[config.mk]
export PLATFORM = sky130hd
export DESIGN_NAME = spram_arbiter_flat
export DESIGN_NICKNAME = d
export VERILOG_FILES = /design/src/rtl/fetchie_mem_pkg.sv /design/src/rtl/spram_arbiter_if.sv /design/src/rtl/rr_arb2.sv /design/src/rtl/spram_arbiter.sv /design/src/flat_wrapper.sv
export SDC_FILE = /design/constraint.sdc
export NUM_CORES = 1
export LEC_CHECK = 0
export CAP_MARGIN = 5
export CORE_MARGIN = 5
export CORE_UTILIZATION = 31
export CTS_CLUSTER_DIAMETER = 50
export CTS_CLUSTER_SIZE = 10
export DETAILED_ROUTE_END_ITERATION = 6
export PLACE_DENSITY = 0.89
export SYNTH_ARGS = -nofsm -noshare
export SYNTH_HDL_FRONTEND = slang
export SYNTH_SLANG_ARGS = --single-unit
[constraint.sdc]
create_clock -name clk -period 5.73 [get_ports clk]
set_input_delay 1.146 -clock clk [delete_from_list [all_inputs] [get_ports clk]]
set_output_delay 1.146 -clock clk [all_outputs]
set_load 0.005 [all_outputs]
[src/rtl/fetchie_mem_pkg.sv]
// Shared types and constants for the SPRAM arbitration path.
// Imported by the arbiter, its port interface and the bench.
package fetchie_mem_pkg;

   localparam int unsigned SPRAM_ADDR_W = 14;

   localparam logic [3:0] BE_NONE = 4'b0000;
   localparam logic [3:0] BE_ALL  = 4'b1111;

   typedef enum logic [1:0] {
      IDLE,
      ACCESS,
      RESP
   } arb_state_t;

   // Byte write enables presented to the SPRAM for one access cycle.
   function automatic logic [3:0] access_wen(input logic wr, input logic [3:0] be);
      return (wr ? BE_ALL : BE_NONE) & be;
   endfunction

endpackage

[src/rtl/spram_arbiter_if.sv]
// One requester port of the SPRAM arbiter: req/ack/wr handshake plus data.
interface spram_arbiter_if
   import fetchie_mem_pkg::*;
#(
   parameter int unsigned ADDR_W = SPRAM_ADDR_W
);

   logic              req;
   logic              wr;
   logic [3:0]        be;
   logic [ADDR_W-1:0] addr;
   logic [31:0]       wdata;
   logic [31:0]       rdata;
   logic              ack;

   modport master (
      output req,
      output wr,
      output be,
      output addr,
      output wdata,
      input  rdata,
      input  ack
   );

   modport slave (
      input  req,
      input  wr,
      input  be,
      input  addr,
      input  wdata,
      output rdata,
      output ack
   );

endinterface

[src/rtl/rr_arb2.sv]
// Combinational two-requester arbiter: round-robin on ties unless fixed_prio
// is set, in which case port 0 always wins a tie.
module rr_arb2 (
   input  logic [1:0] req,
   input  logic       last_grant,
   input  logic       fixed_prio,
   output logic       grant_valid,
   output logic       grant_idx
);

   always_comb begin
      grant_valid = |req;
      grant_idx   = 1'b0;
      case (req)
         2'b01:   grant_idx = 1'b0;
         2'b10:   grant_idx = 1'b1;
         2'b11:   grant_idx = fixed_prio ? 1'b0 : ~last_grant;
         default: grant_idx = 1'b0;
      endcase
   end

endmodule

[src/rtl/spram_arbiter.sv]
// Shares the single-port SPRAM between two masters: registers the winning
// request, drives one access cycle, then returns read data with a 1-cycle ack.
module spram_arbiter
   import fetchie_mem_pkg::*;
#(
   parameter int unsigned ADDR_W     = SPRAM_ADDR_W,
   parameter int unsigned FIXED_PRIO = 0
) (
   input  logic              clk,
   input  logic              reset,
   spram_arbiter_if.slave    p0,
   spram_arbiter_if.slave    p1,
   output logic [ADDR_W-1:0] ram_addr,
   output logic [3:0]        ram_wen,
   output logic [31:0]       ram_wdata,
   input  logic [31:0]       ram_rdata,
   output logic              busy,
   output logic              grant
);

   arb_state_t        state;
   arb_state_t        state_next;

   logic              last_grant;
   logic              grant_q;
   logic [ADDR_W-1:0] addr_q;
   logic              wr_q;
   logic [3:0]        be_q;
   logic [31:0]       wdata_q;

   logic              arb_valid;
   logic              arb_idx;
   logic              take;

   rr_arb2 u_arb (
      .req         ({p1.req, p0.req}),
      .last_grant  (last_grant),
      .fixed_prio  (FIXED_PRIO != 0),
      .grant_valid (arb_valid),
      .grant_idx   (arb_idx)
   );

   // A grant is taken only from IDLE; requests seen in ACCESS/RESP wait.
   assign take = (state == IDLE) && arb_valid && !reset;

   always_ff @(posedge clk) begin
      if (reset) begin
         state <= IDLE;
      end else begin
         state <= state_next;
      end
   end

   always_comb begin
      state_next = state;
      case (state)
         IDLE:    if (arb_valid) state_next = ACCESS;
         ACCESS:  state_next = RESP;
         RESP:    state_next = IDLE;
         default: state_next = IDLE;
      endcase
   end

   always_ff @(posedge clk) begin
      if (reset) begin
         last_grant <= 1'b1;
         grant_q    <= 1'b0;
      end else if (take) begin
         last_grant <= arb_idx;
         grant_q    <= arb_idx;
      end
   end

   always_ff @(posedge clk) begin
      if (take) begin
         addr_q  <= arb_idx ? p1.addr  : p0.addr;
         wr_q    <= arb_idx ? p1.wr    : p0.wr;
         be_q    <= arb_idx ? p1.be    : p0.be;
         wdata_q <= arb_idx ? p1.wdata : p0.wdata;
      end
   end

   // Ack is combinational from state so a reset during RESP still shows it.
   always_comb begin
      ram_wen = BE_NONE;
      p0.ack  = 1'b0;
      p1.ack  = 1'b0;
      case (state)
         ACCESS: ram_wen = access_wen(wr_q, be_q);
         RESP: begin
            p0.ack = ~grant_q;
            p1.ack = grant_q;
         end
         default: ram_wen = BE_NONE;
      endcase
   end

   assign ram_addr  = addr_q;
   assign ram_wdata = wdata_q;
   assign p0.rdata  = ram_rdata;
   assign p1.rdata  = ram_rdata;
   assign busy      = (state != IDLE);
   assign grant     = grant_q;

endmodule

[src/flat_wrapper.sv]
// flat-port wrapper written by rule: the top's interface ports become plain ports
module spram_arbiter_flat import fetchie_mem_pkg::*;
#(
   parameter int unsigned ADDR_W     = SPRAM_ADDR_W,
   parameter int unsigned FIXED_PRIO = 0
)
  (clk, reset, ram_addr, ram_wen, ram_wdata, ram_rdata, busy, grant, p0_req, p0_wr, p0_be, p0_addr, p0_wdata, p0_rdata, p0_ack, p1_req, p1_wr, p1_be, p1_addr, p1_wdata, p1_rdata, p1_ack);
  spram_arbiter_if #(.ADDR_W(ADDR_W)) p0_i ();
  spram_arbiter_if #(.ADDR_W(ADDR_W)) p1_i ();
  input  logic clk;
  input  logic reset;
  output logic [ADDR_W-1:0] ram_addr;
  output logic [3:0] ram_wen;
  output logic [31:0] ram_wdata;
  input  logic [31:0] ram_rdata;
  output logic busy;
  output logic grant;
  input wire logic [$bits(p0_i.req)-1:0] p0_req;
  input wire logic [$bits(p0_i.wr)-1:0] p0_wr;
  input wire logic [$bits(p0_i.be)-1:0] p0_be;
  input wire logic [$bits(p0_i.addr)-1:0] p0_addr;
  input wire logic [$bits(p0_i.wdata)-1:0] p0_wdata;
  output wire logic [$bits(p0_i.rdata)-1:0] p0_rdata;
  output wire logic [$bits(p0_i.ack)-1:0] p0_ack;
  input wire logic [$bits(p1_i.req)-1:0] p1_req;
  input wire logic [$bits(p1_i.wr)-1:0] p1_wr;
  input wire logic [$bits(p1_i.be)-1:0] p1_be;
  input wire logic [$bits(p1_i.addr)-1:0] p1_addr;
  input wire logic [$bits(p1_i.wdata)-1:0] p1_wdata;
  output wire logic [$bits(p1_i.rdata)-1:0] p1_rdata;
  output wire logic [$bits(p1_i.ack)-1:0] p1_ack;
  assign p0_i.req = p0_req;
  assign p0_i.wr = p0_wr;
  assign p0_i.be = p0_be;
  assign p0_i.addr = p0_addr;
  assign p0_i.wdata = p0_wdata;
  assign p0_rdata = p0_i.rdata;
  assign p0_ack = p0_i.ack;
  assign p1_i.req = p1_req;
  assign p1_i.wr = p1_wr;
  assign p1_i.be = p1_be;
  assign p1_i.addr = p1_addr;
  assign p1_i.wdata = p1_wdata;
  assign p1_rdata = p1_i.rdata;
  assign p1_ack = p1_i.ack;
  spram_arbiter #(.ADDR_W(ADDR_W), .FIXED_PRIO(FIXED_PRIO)) u_core (.clk(clk), .reset(reset), .p0(p0_i), .p1(p1_i), .ram_addr(ram_addr), .ram_wen(ram_wen), .ram_wdata(ram_wdata), .ram_rdata(ram_rdata), .busy(busy), .grant(grant));
endmodule
Word level (Yosys, flattened, before mapping)
Cells that the tools add are included.

word-level totals
  bits of input ports = 138
  word-level logic and storage cells = 32
  output and inout bits = 118
  flip-flop bits (word level) = 55

cells by class
  bitwise operators = 3
  reduce and logical (&&, ||, !) cells = 6
  eq/ne operators = 5
  muxes and demuxes = 11

operator list
  cell                                                 count
  two-way mux 32 bit                                   1
  two-way mux 14 bit                                   1
  two-way mux 4 bit                                    3
  equality test 2 bit, second input constant           3
  bitwise AND 4 bit                                    1
  case mux 2 bit (2 select lines)                      1
  two-way mux 1 bit                                    3
  equality test 2 x 1 -> 1 bit, second input constant  1
  logical AND 1 bit                                    2
  zero test 2 bit                                      1
  two-way mux 2 bit                                    1
  != test 2 x 1 -> 1 bit, second input constant        1
  NOT 1 bit                                            2
  case mux 1 bit (2 select lines)                      1
  nonzero test 2 bit                                   1
  OR reduction 2 bit                                   1
  zero test 1 bit                                      1

Logic depth before layout (Yosys ltp)
  depth in word-level cells = 3
  depth in mapped cells = 3
  mapped depth without buffers = 2

Modules after synthesis
From an unflattened synthesis, not the netlist that was laid out.

unflattened totals
  cell total of the unflattened synthesis = 198
  area total of the unflattened synthesis = 3,111.7 um^2

by module, submodules not included
  module         instances  area an instance (um^2)  cells an instance  seq. area each (um^2)
  spram_arbiter  1          3,094.2                  195                1,611.5
  rr_arb2        1          17.5                     3                  0.0

Least setup slack after synthesis
Ideal clock, no wire load.

  path kind = input to register
  from = input port reset
  to = register u_core.be_q[0], enable pin
  buffers on the path = 0
  path slack = 0.484 ns
  stages = 1
  data required time = 5.207 ns
  library setup time = 0.523 ns
  data arrival time = 4.723 ns
  cell sequence = nor3_1

on the way
  longest elaborated chain between the ends = 2

RTL lines
  item                  line                 source
  start, declared       flat_wrapper.sv:11   input logic reset;
  zero test 1 bit       spram_arbiter.sv:44  assign take = (state == IDLE) && arb_valid && !reset;
  logical AND 1 bit     spram_arbiter.sv:44
  end signal, assigned  spram_arbiter.sv:78  be_q <= arb_idx ? p1.be : p0.be;
  end, declared         spram_arbiter.sv:28  logic [3:0] be_q;

Every way passes these cells.
A chain may end at the register's enable or synchronous reset.

Worst setup path after layout
  from = input port p1_req
  to = register u_core.wdata_q[0] (netlist: u_core.ram_wdata[0]), data pin

on the way
  longest elaborated chain between the ends = 3
  elaborated cells between the ends (all ways) = 4
  those cells by class = eq/ne: 2; mux: 2

RTL lines
  item                               line                 source
  start, declared                    flat_wrapper.sv:25   input wire logic [$bits(p1_i.req)-1:0] p1_req;
  equality test 2 bit                rr_arb2.sv:14        case (req)
  case mux 1 bit (2 select lines) *  rr_arb2.sv:14
  two-way mux 32 bit *               spram_arbiter.sv:79  wdata_q <= arb_idx ? p1.wdata : p0.wdata;
  end signal, assigned               spram_arbiter.sv:79
  end, declared                      spram_arbiter.sv:29  logic [31:0] wdata_q;

Every way passes the cells marked *; elsewhere a longest branch is shown, timed or not.

==> flow_summary.toml <==
[run_status]
status = "finished, final reports clean"

[die]
num_io_pins = 256
die_area_um2 = 11200
die_h_um = 106
rows = 35
initial_utilization = 0.314
die_w_um = 106
coreArea_um2 = 9110

[place]
io_buffers = 159
gp_congestion = 0.704
dp_cells = 397
dpl.hpwl_um = 5620

[timing]
rsz0062_at_grt = "no"
worstMarginPinSlew_ps = 801
fin_setup_tns_ps = 0
fin_skew_ps = 6.91
maxSlewViolCount = 0
timing.final.crit_share = 0.553
final-hold-violation-count = 0
finalSetupViolCount = 0
fmax_mhz = 315
max_slew_margin = 0.465
min_period_ps = 3170

[logic_synthesis]
synth_cell_types = 18
synthArstFlopShare = 0
synth_ff_type = "edfxtp_1"
yosys_warnings = 0
synth_nets = 332
synth-edff-count = 51
synthTopCellsByArea = "edfxtp_1, mux2_2, buf_4, dfxtp_1, mux2_1"
syn_area_um2 = 2860
netlist_instances = 194
synth.avg_cell_area_um2 = 14.7
yosys.area.top_type = "edfxtp_1"
ys_seq_elements = 55
synth_top_area_share = 0.536
ys_seq_area_frac = 0.564

[routing]
firstDrtPassIters = 4
wl_met1_um = 2480
drc = 0
wl_met2_um = 3760
highest_layer = "met4"
ant_nets = 0
drt-wirelength-per-cell_um = 17.6
via_per_inst = 4.46
via_count = 1805
drt_iter0_markers = 39
dr_wl_met3_um = 738
drt-total-wl_um = 7140

[clock_network]
htree_levels = 2
cts_buffer_depth = 2
numCtsBuffers = 5
ctsHoldBuffers = 0
clk_pin_slew_ps = 110
cts_root_buf = "clkbuf_8"
clock_latency_ps = 310
cts.sinks = 55
ctsResizeCount = 0
cts_tree = "built"
postCtsSetupRepairBufs = 0

[setup_path]
critPathLaunchType = "primary input"
cp_max_fo = 30
r2r_start = "u_core.last_grant"
end_kind = "flop"
startpoint = "p1_req"
worst_ep_arrival_time_ps = 3240
crit_required_ps = 5800
rr_worst_depth = 3
path_class = "primary input to flop"

[global_route]
antenna_found_initial = 0
grt_pass1_wl_um = 10400
grt.overflow.total = 0
grt_max_degree = 52
grt_usage = 0.117
grt_pass1_vias = 2002

[hold_path]
hold_class = "flop to flop"
hold_start = "u_core.state[1]"
min_path_cells = 1

[cells_and_area]
drive_gt1_frac = 0.201
fin_nets = 431
synthToLayoutAreaGrowth_pct = 46.6
instances_no_fill = 405
fillCellCount = 833
num_antenna_cells = 0

[power]
power_density_nw_per_um2 = 227
peakVddDrop_mv = 0.0949
p_leak_nw = 1.45

[job]
drv_cap = 0
## logic make-up (layout without fill, tap and decap cells)
family | after synthesis | count (layout) | share of synthesized area
AO/OA/AOI/OAI | 3 | 3 | 0.0131
buffers and inverters | 70 | 170 | 0.187
flip-flops | 55 | 55 | 0.564
multiplexers | 51 | 51 | 0.201
AND/OR/NAND/NOR | 15 | 15 | 0.0350
## routing by layer
| metal | vias up | global-route usage |
|---|---|---|
| met5 | - | 0 |
| met4 | 0 | 0.0426 |
| met3 | 25 | 0.0480 |
| met2 | 122 | 0.224 |
| met1 | 828 | 0.111 |
| li1 | 830 | - |
## flip-flops by register name (all words and copies together) (netlist names)
name and cells:
u_core.ram_wdata 32, u_core.ram_addr 14, u_core.be_q 4, u_core.state 2
u_core.grant 1, u_core.last_grant 1, u_core.wr_q 1
## cell usage after synthesis (all sizes together), types with 2 or more instances
library cell and count:
and2 4, and3b 2, buf 69, dfxtp 4
edfxtp 51, mux2 51, nor3 3, nor3b 2
## critical path: stages
cell             delay [ps]
clkdlybuf4s50_1         510
a21boi_4                680
buf_4                   490
mux2_2                  390
## final timing paths
check	slack, ps	endpoint
worst max-delay path	2560	u_core.ram_wdata[0]
worst min register to register	570	u_core.state[1]
worst min-delay path	570	u_core.state[1]
worst max register to register	3570	u_core.ram_wdata[0]
## where the power goes
part	switching, mW	internal (mW)
clock	0.132	0.132
combinational	0.0592	0.138
sequential	0.0104	0.477
## area by class of cell
class	instances	area (µm²)	share of cell area
Clock inverter	2	38.8	0.00926
Tap cell	111	139	0.0332
Multi-Input combinational cell	69	717	0.171
Timing Repair Buffer	161	1610	0.384
Sequential cell	55	1610	0.385
Inverter	1	3.75	0.000896
Clock buffer	6	72.6	0.0173
## through the flow
step | utilization | area, µm² | hold WS [ps] | power [mW] | setup slack [ps]
after floorplan | - | 2860 | 486 | 0.600 | 484
after CTS | 0.460 | 4190 | 566 | 0.964 | 2530
after global routing | 0.460 | 4190 | 594 | 0.988 | 2460
after detailed placement | 0.448 | 4080 | 550 | 0.697 | 2190
final | 0.460 | 4190 | 565 | 0.949 | 2560
after global placement | 0.448 | 4080 | 531 | 0.689 | 2290
## layout by cell type, fill, tap and decap left out, types with 2 or more instances in the layout
cell             Yosys  routed
clkdlybuf4s50_1      0     159
mux2_2              47      47
and2_1               4       4
dfxtp_1              4       4
nor3_1               3       2
nor3b_1              2       2
mux2_1               4       4
edfxtp_1            51      51
clkbuf_8             0       5
and3b_1              2       2
buf_4               66       2
(Power assumes the default switching activity.)
